<file path="config.mk">
export PLATFORM = sky130hd
export DESIGN_NAME = nv_nvdla_sdp_wdma_reqgen
export DESIGN_NICKNAME = d
export VERILOG_FILES = /design/src/rtl/nv_nvdla_sdp_wdma_reqgen.sv
export SDC_FILE = /design/constraint.sdc
export NUM_CORES = 1
export LEC_CHECK = 0
export ABC_AREA = 1
export CAP_MARGIN = 25
export CELL_PAD_IN_SITES_DETAIL_PLACEMENT = 1
export CELL_PAD_IN_SITES_GLOBAL_PLACEMENT = 2
export CORE_UTILIZATION = 27
export DETAILED_ROUTE_END_ITERATION = 7
export PLACE_DENSITY_LB_ADDON = 0.1
export SLEW_MARGIN = 30
export SYNTH_ARGS = -nofsm -noshare
export SYNTH_HDL_FRONTEND = slang
export SYNTH_SLANG_ARGS = --single-unit
</file>
<file path="constraint.sdc">
create_clock -name nvdla_core_clk -period 3.5 [get_ports nvdla_core_clk]
set_input_delay 0.525 -clock nvdla_core_clk [delete_from_list [all_inputs] [get_ports nvdla_core_clk]]
set_output_delay 0.525 -clock nvdla_core_clk [all_outputs]
set_load 0.05 [all_outputs]
</file>
<file path="src/rtl/nv_nvdla_sdp_wdma_reqgen.sv">
// SDP write-DMA request generator: splits a layer of lines into bursts of
// command + data requests and tracks outstanding completions.
module nv_nvdla_sdp_wdma_reqgen #(
  parameter int DW        = 64,
  parameter int MAX_BURST = 4,
  parameter int MAX_OUTS  = 8,
  localparam int PD_W     = ((DW > 78) ? DW : 78) + 1
) (
  input  logic            nvdla_core_clk,
  input  logic            nvdla_core_rstn,
  input  logic            op_load,
  input  logic [63:0]     reg2dp_dst_base_addr,
  input  logic [31:0]     reg2dp_dst_line_stride,
  input  logic [12:0]     reg2dp_width,
  input  logic [12:0]     reg2dp_height,
  input  logic            reg2dp_interrupt_ptr,
  input  logic            reg2dp_perf_dma_en,
  input  logic            dat_valid,
  output logic            dat_ready,
  input  logic [DW-1:0]   dat_pd,
  output logic            dma_wr_req_vld,
  input  logic            dma_wr_req_rdy,
  output logic [PD_W-1:0] dma_wr_req_pd,
  input  logic            dma_wr_rsp_complete,
  output logic            dp2reg_done,
  output logic            intr_req_pvld,
  output logic            intr_req_ptr,
  output logic [31:0]     dp2reg_wdma_stall,
  output logic            busy
);

  localparam int BYTES = DW / 8;
  localparam int BSH   = $clog2(BYTES);

  localparam logic [1:0] StIdle    = 2'd0;
  localparam logic [1:0] StCmd     = 2'd1;
  localparam logic [1:0] StData    = 2'd2;
  localparam logic [1:0] StWaitCpl = 2'd3;

  logic [1:0]  state_q, state_d;
  logic [63:0] addr_q, addr_d, line_base_q, line_base_d;
  logic [31:0] stride_q, stride_d, stall_q, stall_d;
  logic [12:0] width_q, width_d, height_q, height_d;
  logic [12:0] line_q, line_d, beat_q, beat_d;
  logic [4:0]  len_q, len_d, cnt_q, cnt_d;
  logic [7:0]  outs_q, outs_d;
  logic        ptr_q, ptr_d, perf_en_q, perf_en_d;

  logic [13:0] remain, beat_end;
  logic [4:0]  len_c;
  logic        last_cmd, line_done, cmd_hs, dat_hs, cpl_dec;
  logic [63:0] base_masked;

  assign remain      = {1'b0, width_q} + 14'd1 - {1'b0, beat_q};
  assign len_c       = (remain > 14'(MAX_BURST)) ? 5'(MAX_BURST) : remain[4:0];
  assign last_cmd    = (line_q == height_q) && (remain <= 14'(MAX_BURST));
  assign beat_end    = {1'b0, beat_q} + {9'd0, len_q};
  assign line_done   = beat_end > {1'b0, width_q};
  assign base_masked = reg2dp_dst_base_addr & ~((64'd1 << BSH) - 64'd1);

  assign cmd_hs  = (state_q == StCmd) && dma_wr_req_vld && dma_wr_req_rdy;
  assign dat_hs  = (state_q == StData) && dat_valid && dma_wr_req_rdy;
  assign cpl_dec = dma_wr_rsp_complete && (outs_q != 8'd0);

  assign busy              = (state_q != StIdle);
  assign dp2reg_done       = (state_q == StWaitCpl) && (outs_q == 8'd0);
  assign intr_req_pvld     = dp2reg_done;
  assign intr_req_ptr      = dp2reg_done & ptr_q;
  assign dp2reg_wdma_stall = stall_q;

  // Payload is built purely from registers in CMD, so it holds while stalled.
  always_comb begin
    dma_wr_req_vld = 1'b0;
    dat_ready      = 1'b0;
    dma_wr_req_pd  = '0;
    case (state_q)
      StCmd: begin
        dma_wr_req_vld         = (outs_q < 8'(MAX_OUTS));
        dma_wr_req_pd[PD_W-1]  = 1'b1;
        dma_wr_req_pd[63:0]    = addr_q;
        dma_wr_req_pd[76:64]   = 13'(len_c - 5'd1);
        dma_wr_req_pd[77]      = last_cmd;
      end
      StData: begin
        dma_wr_req_vld         = dat_valid;
        dat_ready              = dma_wr_req_rdy;
        dma_wr_req_pd[DW-1:0]  = dat_pd;
      end
      default: ;
    endcase
  end

  always_comb begin
    state_d     = state_q;
    addr_d      = addr_q;
    line_base_d = line_base_q;
    stride_d    = stride_q;
    width_d     = width_q;
    height_d    = height_q;
    line_d      = line_q;
    beat_d      = beat_q;
    len_d       = len_q;
    cnt_d       = cnt_q;
    ptr_d       = ptr_q;
    perf_en_d   = perf_en_q;
    case (state_q)
      StIdle: begin
        if (op_load) begin
          addr_d      = base_masked;
          line_base_d = base_masked;
          stride_d    = reg2dp_dst_line_stride;
          width_d     = reg2dp_width;
          height_d    = reg2dp_height;
          ptr_d       = reg2dp_interrupt_ptr;
          perf_en_d   = reg2dp_perf_dma_en;
          line_d      = '0;
          beat_d      = '0;
          cnt_d       = '0;
          state_d     = StCmd;
        end
      end
      StCmd: begin
        if (cmd_hs) begin
          len_d   = len_c;
          cnt_d   = '0;
          state_d = StData;
        end
      end
      StData: begin
        if (dat_hs) begin
          if (cnt_q == len_q - 5'd1) begin
            cnt_d = '0;
            if (!line_done) begin
              addr_d  = addr_q + (64'(len_q) << BSH);
              beat_d  = beat_end[12:0];
              state_d = StCmd;
            end else if (line_q < height_q) begin
              line_base_d = line_base_q + {32'd0, stride_q};
              addr_d      = line_base_q + {32'd0, stride_q};
              beat_d      = '0;
              line_d      = line_q + 13'd1;
              state_d     = StCmd;
            end else begin
              state_d = StWaitCpl;
            end
          end else begin
            cnt_d = cnt_q + 5'd1;
          end
        end
      end
      default: begin
        if (dp2reg_done) state_d = StIdle;
      end
    endcase
  end

  always_comb begin
    outs_d = outs_q;
    if (cmd_hs && !cpl_dec) outs_d = outs_q + 8'd1;
    else if (!cmd_hs && cpl_dec) outs_d = outs_q - 8'd1;
  end

  always_comb begin
    stall_d = stall_q;
    if ((state_q == StIdle) && op_load) begin
      stall_d = '0;
    end else if (busy && perf_en_q && dma_wr_req_vld && !dma_wr_req_rdy &&
                 (stall_q != 32'hFFFF_FFFF)) begin
      stall_d = stall_q + 32'd1;
    end
  end

  always_ff @(posedge nvdla_core_clk or negedge nvdla_core_rstn) begin
    if (!nvdla_core_rstn) begin
      state_q     <= StIdle;
      addr_q      <= '0;
      line_base_q <= '0;
      stride_q    <= '0;
      width_q     <= '0;
      height_q    <= '0;
      line_q      <= '0;
      beat_q      <= '0;
      len_q       <= '0;
      cnt_q       <= '0;
      outs_q      <= '0;
      ptr_q       <= 1'b0;
      perf_en_q   <= 1'b0;
      stall_q     <= '0;
    end else begin
      state_q     <= state_d;
      addr_q      <= addr_d;
      line_base_q <= line_base_d;
      stride_q    <= stride_d;
      width_q     <= width_d;
      height_q    <= height_d;
      line_q      <= line_d;
      beat_q      <= beat_d;
      len_q       <= len_d;
      cnt_q       <= cnt_d;
      outs_q      <= outs_d;
      ptr_q       <= ptr_d;
      perf_en_q   <= perf_en_d;
      stall_q     <= stall_d;
    end
  end

endmodule
</file>
==> impl_metrics.env <==
export IMPL_skew_ps=21.71
export IMPL_startpoint_type="flop"
export IMPL_p_int_uw=15140
export IMPL_root_buffer="clkbuf_16"
export IMPL_slew_headroom=0.4595
export IMPL_period_share=1.162
export IMPL_clock_sinks=266
export IMPL_path_max_fanout=3
export IMPL_vias=25190
export IMPL_fin_tns_setup_ps=-58680
export IMPL_grt_overflow=0
export IMPL_hp_class="input pin to async pin"
export IMPL_yosys_warnings=0
export IMPL_io_buffers=307
export IMPL_synth_main_ff_cell="dfrtp_1"
export IMPL_synth_edf_count=0
export IMPL_cap_violations=0
export IMPL_yosysUniqueCellTypes=48
export IMPL_synth_seq_cells=266
export IMPL_core_um2=82640
export IMPL_wl_per_cell_um=21.27
export IMPL_grt_max_degree=133
export IMPL_cts_max_level=2
export IMPL_die_x_um=292.0
export IMPL_power_density_nw_per_um2=1033
export IMPL_die_h_um=292.0
export IMPL_syn_avg_cell_area_um2=6.262
export IMPL_cp_required_ps=2970
export IMPL_dpl_worst_slack_ps=-312.3
export IMPL_yosysTopAreaCell="dfrtp_1"
export IMPL_async_flop_share=1.000
export IMPL_gp_congestion=0.8896
export IMPL_tritoncts="done"
export IMPL_ios=311
export IMPL_clockPowerShare=0.125
export IMPL_final_hold_violation_count=0
export IMPL_start_util=0.2748
export IMPL_final_antenna_net_count=0
export IMPL_pwr_share_comb=0.685
export IMPL_cts_made_buffers=39
export IMPL_wl_mm=109.6
export IMPL_antenna_found_initial=0
export IMPL_min_period_ps=4068
export IMPL_rsz0062_at_grt="yes"
export IMPL_placed_area_um2=27970
export IMPL_syn_inst=3627
export IMPL_drt_iter0_markers=1468
export IMPL_cp_end_kind="primary output"
export IMPL_clk_latency_ps=580
export IMPL_violations="setup timing"
export IMPL_num_antenna_cells=0
export IMPL_yosys_top_cells_count="nand2_1, inv_1, nor2_1"
export IMPL_area_growth_pct=37.35
export IMPL_netlist_top_cells_area="dfrtp_1, nand2_1, inv_1"
export IMPL_die_area_um2=85280
export IMPL_track_usage=0.2542
export IMPL_sw_frac_of_total=0.5300
export IMPL_crit_arrival_ps=3540
export IMPL_final_cell_area_um2=31190
export IMPL_synth_top_area_share=0.2931
export IMPL_final_max_slew_viol_count=0
export IMPL_power_leakage_uw=0.01498
export IMPL_clkTransAtPathRegs_ps=60
export IMPL_avgViaCountPerCell=4.886
export IMPL_nFillCells=10360
export IMPL_worstSetupPathType="flop to primary output"
export IMPL_syn_num_nets=3935
export IMPL_ys_seq_area_frac=0.2931
export IMPL_max_freq_mhz=245.8
export IMPL_drtPass1Iterations=7
export IMPL_fin_nets=4366
export IMPL_worst_slack_ps=-567.8
export IMPL_ir_drop_v=0.0004150
export IMPL_report_final_setup_viol=199
export IMPL_hpwlAfterDp_mm=85.21
export IMPL_tightestPinTransition_ps=810.8
export IMPL_status="finished with violations"
export IMPL_rows=105
export IMPL_drive_gt1_frac=0.1263
export IMPL_drc=0
export IMPL_grt_pass1_wl_mm=165.0
export IMPL_clock_path_buffers=3
export IMPL_p_switching_uw=17070
export IMPL_synth_area_um2=22710
export IMPL_grt_pass1_vias=26040
export IMPL_synth_most_common_cell="nand2_1"
export IMPL_seqPwrFrac=0.190
==> state kept, by name, indices dropped and copies added (netlist names) <==
register and cells:
addr_q 64, beat_q 13, cnt_q 5, dp2reg_wdma_stall 32, height_q 13, len_q 5
line_base_q 64, line_q 13, outs_q 8, perf_en_q 1, ptr_q 1, state_q 2
stride_q 32, width_q 13
==> per-layer routing <==
layer	track usage	up-vias	share of wire
met2	0.3945	496	0.43
li1	-	12440	-
met5	0	-	0
met1	0.3761	12160	0.51
met3	0.03014	99	0.043
met4	0.04840	0	0.018
==> kinds of logic after synthesis <==
kind of cell             after synthesis  share of synthesized area
flip-flops                           266                     0.2931
multiplexers                          37                    0.01824
AND/OR/NAND/NOR                     2126                     0.3900
AO/OA/AOI/OAI                        401                    0.09013
buffers and inverters                571                     0.1009
adder cells (fa/ha/maj)              114                    0.06446
XOR/XNOR                             112                    0.04319
==> layout by cell type (no fill, tap or decap), types with 7 or more instances in the layout <==
master / instances
dfrtp_1: 265
xnor2_1: 50
nor2_1: 369
nor3_1: 67
nand4_1: 77
nor4_1: 13
a21oi_2: 13
nor2_4: 7
o21ai_0: 108
clkinv_2: 7
nand3_1: 253
buf_6: 18
clkbuf_1: 12
buf_12: 44
a21oi_1: 207
nor2_2: 13
mux2_2: 35
clkbuf_16: 44
nand3b_1: 34
o21ai_1: 32
clkdlybuf4s50_1: 266
nand2_1: 1191
buf_4: 152
nand3_2: 14
ha_1: 97
xor2_1: 60
nand2_2: 46
o21ai_2: 21
inv_2: 10
buf_16: 20
nand2_4: 12
inv_1: 436
ha_4: 11
==> worst max-delay path, cell delays in order (launching register included) <==
cell and delay (ps):
dfrtp_1 370, inv_2 80, ha_4 200, inv_2 60, ha_4 130, inv_2 30, fa_2 360, xor2_2 170
o21ai_1 90, inv_1 60, nand2_1 60, nor2_2 120, nand3_2 110, nor3_4 220, nand3_2 110, nor2_4 130
nand2_2 80, ha_4 170, inv_2 40, nand4_1 90, nand2_2 110, nor2_4 40, buf_12 150
==> stage by stage <==
stage	hold WS, ps	power (µW)	util	std cells
finish	373.7	32210	0.3775	5156
global route	389.1	34510	0.3775	5156
CTS	350.4	31140	0.3697	5144
detailed placement	373.2	24310	0.3385	5019
global placement	372.6	24190	0.3385	5019
floorplan	229.4	16910	-	3627
==> path summary, 6_finish.rpt <==
path	slack, ps	from	depth (start not counted)	end
worst min register to register	480	line_base_q[2]$_DFFE_PN0P_	2	line_base_q[2]$_DFFE_PN0P_
max in group asynchronous	2220	nvdla_core_rstn	3	dp2reg_wdma_stall[12]$_DFFE_PN0P_
worst max-delay path	-570	width_q[1]$_DFFE_PN0P_	22	dma_wr_req_pd[66]
worst max register to register	-450	beat_q[0]$_DFFE_PN0P_	30	line_base_q[62]$_DFFE_PN0P_
min in group nvdla_core_clk	480	line_base_q[2]$_DFFE_PN0P_	2	line_base_q[2]$_DFFE_PN0P_
worst min-delay path	370	nvdla_core_rstn	2	height_q[11]$_DFFE_PN0P_
==> cell type report <==
class / count / area (µm²) / share of cell area
clock buffers: 56 / 1101 / 0.03530
clock inverters: 13 / 157.7 / 0.005054
inverters: 448 / 1697 / 0.05439
multi-input cells: 2790 / 14520 / 0.4655
flip-flops and latches: 266 / 6658 / 0.2134
well taps: 1070 / 1339 / 0.04292
repair buffers: 513 / 5720 / 0.1834
==> timing repair <==
| action | in CTS | in global routing |
|---|---|---|
| pin swaps | 36 | 46 |
| setup buffers | 34 | 10 |
| gates resized for setup | 148 | 123 |
| setup endpoints to repair | 201 | 218 |
| hold endpoints to repair | 15 | 0 |
| hold buffers | 1 | 0 |
| cloned | 22 | 4 |
==> power by group through the flow <==
stage | registers [µW] | logic [µW] | clock network (µW)
6_report | 6130 | 22100 | 4020
3_3_place_gp | 6110 | 18100 | 0
5_1_grt | 6260 | 24000 | 4210
4_1_cts | 6080 | 20900 | 4130
2_1_floorplan | 5350 | 11600 | 0
3_5_place_dp | 6090 | 18200 | 0
(Power assumes the default switching activity.)
